## config.mk

```make
export PLATFORM = sky130hd
export DESIGN_NAME = obuf_drain_ctrl
export DESIGN_NICKNAME = d
export VERILOG_FILES = /design/src/rtl/obuf_drain_ctrl.sv
export SDC_FILE = /design/constraint.sdc
export NUM_CORES = 1
export LEC_CHECK = 0
export CORE_MARGIN = 1
export CORE_UTILIZATION = 47
export CTS_CLUSTER_DIAMETER = 50
export DETAILED_ROUTE_END_ITERATION = 10
export GPL_TIMING_DRIVEN = 0
export PLACE_DENSITY_LB_ADDON = 0.08
export SETUP_SLACK_MARGIN = 0.4
export SYNTH_ARGS = -nofsm -noshare
export SYNTH_HDL_FRONTEND = slang
export SYNTH_SLANG_ARGS = --single-unit
```

## constraint.sdc

```tcl
create_clock -name clk -period 7.5 [get_ports clk]
set_input_delay 1.5 -clock clk [delete_from_list [all_inputs] [get_ports clk]]
set_output_delay 1.5 -clock clk [all_outputs]
set_load 0.005 [all_outputs]
```

## src/rtl/obuf_drain_ctrl.sv

```systemverilog
// obuf_drain_ctrl
//   Read-side sequencer for the systolic output buffer. A start pulse walks a
//   contiguous row range of the per-column output RAMs, one read per row.
//   Each returning column accumulator is requantized to a signed activation.
//   Packed rows are then streamed downstream over valid/ready. A 2-entry FIFO
//   plus an in-flight read flag absorbs the one-cycle RAM read latency.
//
//   Optional feature macro: OBUF_DRAIN_RELU_EN
//     When defined, a fused ReLU follows saturation (range 0..127).
//     When undefined, the output is pure signed saturation (range -128..127).
//
// Ports
//   clk, reset     clock, synchronous active-high reset
//   start          job start pulse, accepted only while idle
//   base_addr      first row address (latched on start)
//   num_rows       rows to drain (latched on start)
//   num_cols       valid columns; higher columns read as zero (latched on start)
//   busy, done     job status, one-cycle done pulse
//   rd_en/rd_addr  output-RAM read request, address shared by all columns
//   rd_data        column m at [OUT_WIDTH*m +: OUT_WIDTH], one cycle after rd_en
//   act_valid/act_ready/act_data/act_last  downstream activation stream
module obuf_drain_ctrl #(
  parameter int ARRAY_M    = 8,
  parameter int OUT_WIDTH  = 32,
  parameter int ACT_WIDTH  = 8,
  parameter int ADDR_WIDTH = 8
) (
  input  logic                          clk,
  input  logic                          reset,
  input  logic                          start,
  input  logic [ADDR_WIDTH-1:0]         base_addr,
  input  logic [ADDR_WIDTH:0]           num_rows,
  input  logic [$clog2(ARRAY_M):0]      num_cols,
  output logic                          busy,
  output logic                          done,
  output logic                          rd_en,
  output logic [ADDR_WIDTH-1:0]         rd_addr,
  input  logic [ARRAY_M*OUT_WIDTH-1:0]  rd_data,
  output logic                          act_valid,
  input  logic                          act_ready,
  output logic [ARRAY_M*ACT_WIDTH-1:0]  act_data,
  output logic                          act_last
);

  localparam int COL_W = $clog2(ARRAY_M) + 1;
  localparam int ROW_W = ADDR_WIDTH + 1;
  localparam int ENT_W = ARRAY_M * ACT_WIDTH + 1;

  localparam logic signed [OUT_WIDTH-1:0] ACT_MAX = OUT_WIDTH'((1 << (ACT_WIDTH - 1)) - 1);
  localparam logic signed [OUT_WIDTH-1:0] ACT_MIN = ~ACT_MAX;

  typedef enum logic [1:0] {IDLE, RUN, DRAIN, DONE} state_t;

  state_t                      state;
  logic [ADDR_WIDTH-1:0]       base_q;
  logic [ROW_W-1:0]            rows_q;
  logic [ROW_W-1:0]            issued_q;
  logic [COL_W-1:0]            cols_q;

  logic                        vld_p1;
  logic                        last_p1;
  logic [ARRAY_M*ACT_WIDTH-1:0] act_p1;

  logic [ENT_W-1:0]            fifo_mem [2];
  logic                        wr_ptr;
  logic                        rd_ptr;
  logic [1:0]                  fifo_count;

  logic                        push;
  logic                        pop;
  logic [2:0]                  slots;
  logic                        last_issue;

  function automatic logic signed [ACT_WIDTH-1:0] sat_act(
    input logic signed [OUT_WIDTH-1:0] x
  );
    if (x > ACT_MAX)
      return ACT_MAX[ACT_WIDTH-1:0];
    else if (x < ACT_MIN)
      return ACT_MIN[ACT_WIDTH-1:0];
    else
      return x[ACT_WIDTH-1:0];
  endfunction

  function automatic logic signed [ACT_WIDTH-1:0] relu_act(
    input logic signed [ACT_WIDTH-1:0] a
  );
`ifdef OBUF_DRAIN_RELU_EN
    return a[ACT_WIDTH-1] ? '0 : a;
`else
    return a;
`endif
  endfunction

  function automatic logic [ARRAY_M*ACT_WIDTH-1:0] requant_row(
    input logic [ARRAY_M*OUT_WIDTH-1:0] raw,
    input logic [COL_W-1:0]             cols
  );
    logic [ARRAY_M*ACT_WIDTH-1:0] row;
    row = '0;
    for (int m = 0; m < ARRAY_M; m++) begin
      if (COL_W'(m) < cols)
        row[ACT_WIDTH*m +: ACT_WIDTH] = relu_act(sat_act(raw[OUT_WIDTH*m +: OUT_WIDTH]));
    end
    return row;
  endfunction

  // Stage p0: read issue. The slot budget counts buffered rows plus the read
  // still in flight, credited by a pop happening this same cycle, so rd_en
  // falls combinationally the moment a new read could not be absorbed.
  assign pop        = act_valid & act_ready;
  assign slots      = 3'(fifo_count) + 3'(vld_p1);
  assign rd_en      = (state == RUN) && (slots < (3'd2 + 3'(pop)));
  assign rd_addr    = base_q + issued_q[ADDR_WIDTH-1:0];
  assign last_issue = (issued_q == (rows_q - ROW_W'(1)));
  assign busy       = (state != IDLE);

  // Stage p1: RAM data returns; requantize on the way into the FIFO.
  assign push   = vld_p1;
  assign act_p1 = requant_row(rd_data, cols_q);

  // Stage p2: FIFO head drives the stream; contents are only shown while valid.
  assign act_valid             = (fifo_count != 2'd0);
  assign {act_last, act_data}  = act_valid ? fifo_mem[rd_ptr] : '0;

  always_ff @(posedge clk) begin
    if (reset) begin
      state      <= IDLE;
      done       <= 1'b0;
      base_q     <= '0;
      rows_q     <= '0;
      issued_q   <= '0;
      cols_q     <= '0;
      vld_p1     <= 1'b0;
      last_p1    <= 1'b0;
      wr_ptr     <= 1'b0;
      rd_ptr     <= 1'b0;
      fifo_count <= 2'd0;
    end else begin
      done    <= (state == DONE);
      vld_p1  <= rd_en;
      last_p1 <= rd_en & last_issue;
      if (push) wr_ptr <= ~wr_ptr;
      if (pop)  rd_ptr <= ~rd_ptr;
      fifo_count <= fifo_count + 2'(push) - 2'(pop);

      case (state)
        IDLE: begin
          if (start) begin
            base_q   <= base_addr;
            rows_q   <= num_rows;
            cols_q   <= num_cols;
            issued_q <= '0;
            state    <= (num_rows == '0) ? DONE : RUN;
          end
        end
        RUN: begin
          if (rd_en) begin
            issued_q <= issued_q + ROW_W'(1);
            if (last_issue) state <= DRAIN;
          end
        end
        DRAIN: begin
          // Leave once the FIFO empties this cycle and nothing is returning.
          if (!vld_p1 && (fifo_count == 2'(pop))) state <= DONE;
        end
        DONE: state <= IDLE;
        default: state <= IDLE;
      endcase
    end
  end

  always_ff @(posedge clk) begin
    if (push) fifo_mem[wr_ptr] <= {last_p1, act_p1};
  end

endmodule

```

==> results.ini, run 1 <==
[run_status]
status = finished, final reports clean

[clocking]
cts_hold_buffers = 0
root_buffer = clkbuf_16
post_cts_resized = 0
cts_setup_buffers = 0
clk_pin_slew_ps = 60
clock_latency_ps = 430
cts_inserted_buffers = 17
clockBufferDepth = 2
cts_max_level = 4
cts_tree = done
clock_sinks = 170

[logic_synthesis]
synthTopCellsByCount = edfxtp_1 (130), nor2_1 (93), nand2_1 (83)
synth.largest_area_cell = edfxtp_1
synth_seq_cells = 170
synthDistinctLibCells = 55
post_synth_main_area_contributors = edfxtp_1 (45%), dfxtp_1 (9.3%), mux2i_1 (7.5%)
synth.cell_area_um2 = 8660
synth.most_common_cell = edfxtp_1
postSynth.asyncResetShare_pct = 0
syn_nets = 1102
synth_top_area_share_pct = 45.1
synth_top_flop_cell = edfxtp_1
synth_cells = 802
synth_edf_count = 130
yosys_warnings = 0
syn_area_per_cell_um2 = 10.8
ys_seq_area_share_pct = 54.4

[die]
ios = 358
fp-row-count = 49
die_w_um = 138
core-area_um2 = 18000
dieArea_um2 = 19000
fp.dieH_um = 138
start_util_pct = 48.0

[layout]
drive_above_1_share_pct = 3.69
final_area_um2 = 13100
area_growth_pct = 51.8
fin_util_pct = 72.9
fin_nets = 1479

[global_routing]
antenna_found_initial = 1
grt_pass1_vias = 7604
gr-total-overflow = 0
grt_max_degree = 66
grt_pass1_wl_mm = 37.1
grt.total_usage_pct = 26.0

[timing]
min_period_ps = 4750
finalSetupViolCount = 0
tns_ps = 0
fin_skew_ps = 11.6
max_freq_mhz = 211
period_share_pct = 63.3
worst_slew_pin_slew_ps = 953
hold_viol = 0
maxSlewHeadroom_pct = 36.5
rsz0062_at_grt = false
finalMaxSlewViolations = 0
setup_ws_ps = 2750

[detailed_routing]
drt_iter0_markers = 378
via_per_inst = 5.49
dr_total_vias = 7813
wl_mm = 25.0
antenna_left = 0
post_drt_wl_per_cell_um = 17.6
first_pass_iters = 4
drc = 0

[critical_path]
critPathRequiredTime_ps = 6000
cp_max_fo = 4
path_buf_inv = 3
criticalPathCategory = input port to output pin
crit_family = buffers and inverters
crit_top_cell = clkdlybuf4s50_1
endpoint_kind = output pin
cpMaxStageDelayCell = clkdlybuf4s50_1
cp_data_arrival_time_ps = 3250
cp_slowest_stage_delay_ps = 510
cp_cell_sequence = clkdlybuf4s50_1 > o21ai_0 > o21a_1 > nor2_1 > nand2_1 > inv_1 > clkdlybuf4s50_1
cp-start-kind = input port

[placed_design]
portBuffers = 356
post-place-ws_ps = 2770
dp_hpwl_mm = 19.3
dpl_cell_area_um2 = 12600
gp_congestion = 0.844

[pwr]
vdd_ir_drop_max_uv = 194
leakagePower_uw = 0.00445
p_per_area_nw_per_um2 = 247

[worst_hold_path]
hold_path_class = flip-flop to flip-flop

[flow_run]
cap_viol_max_count = 0

[per-layer routing]
| metal | track usage, % | share of wire, % |
|---|---|---|
| met1 | 28.6 | 38 |
| met5 | 0 | 0 |
| met2 | 47.4 | 52 |
| met4 | 11.4 | 3.3 |
| met3 | 6.11 | 6.8 |
[layout make-up]
type,count,area (um^2)
Sequential cell,170,4700
Clock inverter,13,151
Timing Repair Buffer,358,3600
Tap cell,229,287
Inverter,20,75.1
Multi-Input combinational cell,585,3780
Fill cell,1362,4880
Antenna cell,1,2.50
Clock buffer,19,433
Buffer,27,105
[flip-flops by register name, summed over array words and instances, names as in the netlist, 2 cells and up, named ones only]
| name | flops |
|---|---|
| fifo_mem | 130 |
| issued_q | 9 |
| rows_q | 9 |
| base_q | 8 |
| cols_q | 4 |
| fifo_count | 2 |
| state | 2 |
[power by group]
group	internal [uW]	switching, uW	leakage [uW]
clock network	520	354	0.000278
logic	587	575	0.00264
registers	1160	56.3	0.00153
total	2270	986	0.00445
[final timing paths]
check                               start              end  slack, ps  depth (start not counted)
worst max-delay path            act_ready            rd_en       2750                          7
worst min-delay path              last_p1  fifo_mem[1][64]        420                          0
worst max register to register  rows_q[0]         state[0]       5210                          7
worst min register to register    last_p1  fifo_mem[1][64]        420                          0
[metrics by stage]
| step | power [uW] | hold WS, ps | std cells |
|---|---|---|---|
| detailed placement | 2400 | 411 | 1389 |
| global route | 3420 | 440 | 1422 |
| global placement | 2370 | 407 | 1387 |
| CTS | 3270 | 423 | 1421 |
| floorplan | 1820 | 404 | 802 |
| finish | 3250 | 421 | 1422 |
[worst reg2reg max path: stages (launching register included)]
cell      delay (ps)
dfxtp_1          450
inv_1             80
ha_1             300
xnor2_1          120
or4_4            520
a311oi_2         340
nand2_1          130
o221a_1          220
[cell families (layout without fill, tap and decap cells)]
group | Yosys count | in the layout | share of synthesized area (%)
XOR/XNOR | 29 | 29 | 3.02
buffers and inverters | 47 | 437 | 2.08
AO/OA/AOI/OAI | 135 | 135 | 10.3
adder cells (fa/ha/maj) | 19 | 19 | 2.83
AND/OR/NAND/NOR | 336 | 336 | 19.7
other | 0 | 1 | 0
multiplexers | 66 | 66 | 7.65
flip-flops | 170 | 170 | 54.4
[cell usage in the layout (no fill, tap or decap), types with 38 or more instances in the layout]
cell type | synthesis | final
dfxtp_1 | 40 | 40
a21oi_1 | 53 | 53
nand4_1 | 56 | 56
nor4_1 | 55 | 55
mux2i_1 | 65 | 65
o21a_1 | 38 | 38
clkdlybuf4s50_1 | 0 | 356
edfxtp_1 | 130 | 130
nand2_1 | 83 | 83
nor2_1 | 93 | 92
No activity file was read; power rests on OpenSTA's default activity.
==> inputs of run 2 (changes only) <==
--- a/config.mk
+++ b/config.mk
@@ -6,7 +6,7 @@
 export NUM_CORES = 1
 export LEC_CHECK = 0
 export CORE_MARGIN = 1
-export CORE_UTILIZATION = 47
+export CORE_UTILIZATION = 44
 export CTS_CLUSTER_DIAMETER = 50
 export DETAILED_ROUTE_END_ITERATION = 10
 export GPL_TIMING_DRIVEN = 0
==> constraint.sdc (replaced) <==
create_clock -name clk -period 4.8 [get_ports clk]
set_input_delay 0.96 -clock clk [delete_from_list [all_inputs] [get_ports clk]]
set_output_delay 0.96 -clock clk [all_outputs]
set_load 0.005 [all_outputs]
==> results.ini, run 2 (same netlist as run 1, synthesis figures left out) <==
[pwr]
p_per_area_nw_per_um2 = 386  ; was 247 nW/um^2
p_total_uw = 5100  ; was 3250 uW
vdd_ir_drop_max_uv = 283  ; was 194 uV
leakagePower_uw = 0.00447  ; was 0.00445 uW

[global_routing]
antenna_found_initial = 1  ; unchanged
grt.total_usage_pct = 24.3  ; was 26.0%
gr-total-overflow = 0  ; unchanged
grt_pass1_wl_mm = 37.9  ; was 37.1 mm
grt_max_degree = 38  ; was 66
grt_pass1_vias = 7683  ; was 7,604

[placed_design]
post-place-ws_ps = 1150  ; was 2770 ps
placed_cells = 1421  ; was 1,389
portBuffers = 356  ; unchanged
gp_congestion = 0.858  ; was 0.844
dp_hpwl_mm = 19.8  ; was 19.3 mm

[timing]
max_freq_mhz = 261
period_share_pct = 79.8
maxSlewHeadroom_pct = 45.4  ; was 36.5%
tns_ps = 0  ; unchanged
worst_slew_pin_slew_ps = 815  ; was 953 ps
finalMaxSlewViolations = 0  ; unchanged
hold_viol = 0  ; unchanged
min_period_ps = 3830
setup_ws_ps = 971  ; was 2750 ps
rsz0062_at_grt = false  ; unchanged
fin_skew_ps = 7.57  ; was 11.6 ps
finalSetupViolCount = 0  ; unchanged

[layout]
final_common_cell = clkdlybuf4s50_1  ; unchanged
fin_cells = 1454  ; was 1,422
regMostFlops = fifo_mem  ; unchanged
fin_nets = 1480  ; was 1,479
largest_reg_flops = 130  ; unchanged
area_growth_pct = 52.7  ; was 51.8%
reg.largest.list = fifo_mem (130), issued_q (9), rows_q (9)  ; unchanged
layout_common_cells = clkdlybuf4s50_1 (356), edfxtp_1 (130), nor2_1 (92)  ; unchanged
nFillCells = 1554  ; was 1,362
drive_above_1_share_pct = 4.11  ; was 3.69%

[worst_hold_path]
hold_path_class = flip-flop to flip-flop  ; unchanged

[clocking]
root_buffer = clkbuf_16  ; unchanged
cts_tree = done  ; unchanged
clockBufferDepth = 2  ; unchanged
clock_sinks = 170  ; unchanged
cts_inserted_buffers = 17  ; unchanged
cts_setup_buffers = 0  ; unchanged
clock_latency_ps = 430  ; about the same
post_cts_resized = 0  ; unchanged
clk_pin_slew_ps = 60  ; about the same
cts_max_level = 4  ; unchanged
cts_hold_buffers = 0  ; unchanged

[die]
start_util_pct = 45.5  ; was 48.0%
dieArea_um2 = 20200  ; was 19,000 um^2
ios = 358  ; unchanged
die_w_um = 142  ; was 138 um
fp.dieH_um = 142  ; was 138 um
fp-row-count = 50  ; was 49
core-area_um2 = 19000  ; was 18,000 um^2

[critical_path]
criticalPathCategory = flip-flop to output pin  ; was input port to output pin
crit_top_cell = clkbuf_1  ; was clkdlybuf4s50_1
cp_cell_sequence = clkbuf_1 > clkbuf_1 > mux2i_1 > nor2_1 > clkdlybuf4s50_1  ; was clkdlybuf4s50_1 > o21ai_0 > o21a_1 > nor2_1 > nand2_1 > inv_1 > clkdlybuf4s50_1
cpMaxStageDelayCell = clkbuf_1  ; was clkdlybuf4s50_1
cp_data_arrival_time_ps = 2870  ; was 3250 ps
cp_slowest_stage_delay_ps = 650  ; was 510 ps
critPathRequiredTime_ps = 3840  ; was 6000 ps
cp_max_fo = 10  ; was 4
cp-start-kind = flip-flop  ; was input port
endpoint_kind = output pin  ; unchanged

[detailed_routing]
wl_mm = 25.3  ; was 25.0 mm
antenna_left = 0  ; unchanged
post_drt_wl_per_cell_um = 17.4  ; was 17.6 um
drc = 0  ; unchanged
first_pass_iters = 5  ; was 4
dr_total_vias = 7853  ; was 7,813
drt_iter0_markers = 271  ; was 378
via_per_inst = 5.40  ; was 5.49

[run_status]
status = finished, final reports clean  ; unchanged

[flow_run]
cap_viol_max_count = 0  ; unchanged

## run 2: cell count changes in the layout (fill, tap and decap cells not counted), sizes merged
cell    change
inv         +2
buf         +1
clkbuf      -2
## run 2: worst max-delay path, delay by kind of cell (launching register included)
kind / cells / cell delay, ps
mux: 1 / 160
buf+inv: 3 / 1760
simple gates: 1 / 200
flops: 1 / 320
## run 2: path summary, 6_finish.rpt
kind | startpoint | to | slack, ps | depth (start not counted)
worst max-delay path | flip-flop | act_data[59] | 970 | 5
worst min-delay path | last_p1 | fifo_mem[1][64] | 430 | 0
worst min register to register | last_p1 | fifo_mem[1][64] | 430 | 0
worst max register to register | rows_q[0] | state[1] | 2470 | 7
## run 2: through the flow
stage	hold WS [ps]	instance area [um^2]	utilization, %
global route	442	13200	69.5
CTS	431	13200	69.5
detailed placement	413	12600	66.3
floorplan	404	8660	-
global placement	405	12500	66.0
finish	433	13200	69.5
## run 2: cell type report
cell class | count | area [um^2] | share of cell area (%)
Tap cell | 260 | 325 | 2.46
Timing Repair Buffer | 359 | 3620 | 27.4
Buffer | 27 | 105 | 0.795
Antenna cell | 1 | 2.50 | 0.0189
Clock buffer | 17 | 425 | 3.22
Clock inverter | 15 | 173 | 1.31
Sequential cell | 170 | 4700 | 35.6
Inverter | 20 | 75.1 | 0.568
Multi-Input combinational cell | 585 | 3780 | 28.6
## run 2: report_power, final
group / switching, uW / leakage, uW / internal [uW] / total [uW]
registers: 88.0 / 0.00153 / 1810 / 1900
logic: 893 / 0.00264 / 919 / 1810
clock network: 567 / 0.000289 / 818 / 1390
total: 1550 / 0.00447 / 3550 / 5100
## run 2: metal layers
metal  up-vias  part of all wire [%]  GRT usage [%]
met2       296                    52           44.3
li1       3812                     -              -
met5         -                     0              0
met3        50                   6.8           5.55
met4         0                   3.0           9.85
met1      3695                    39           27.4
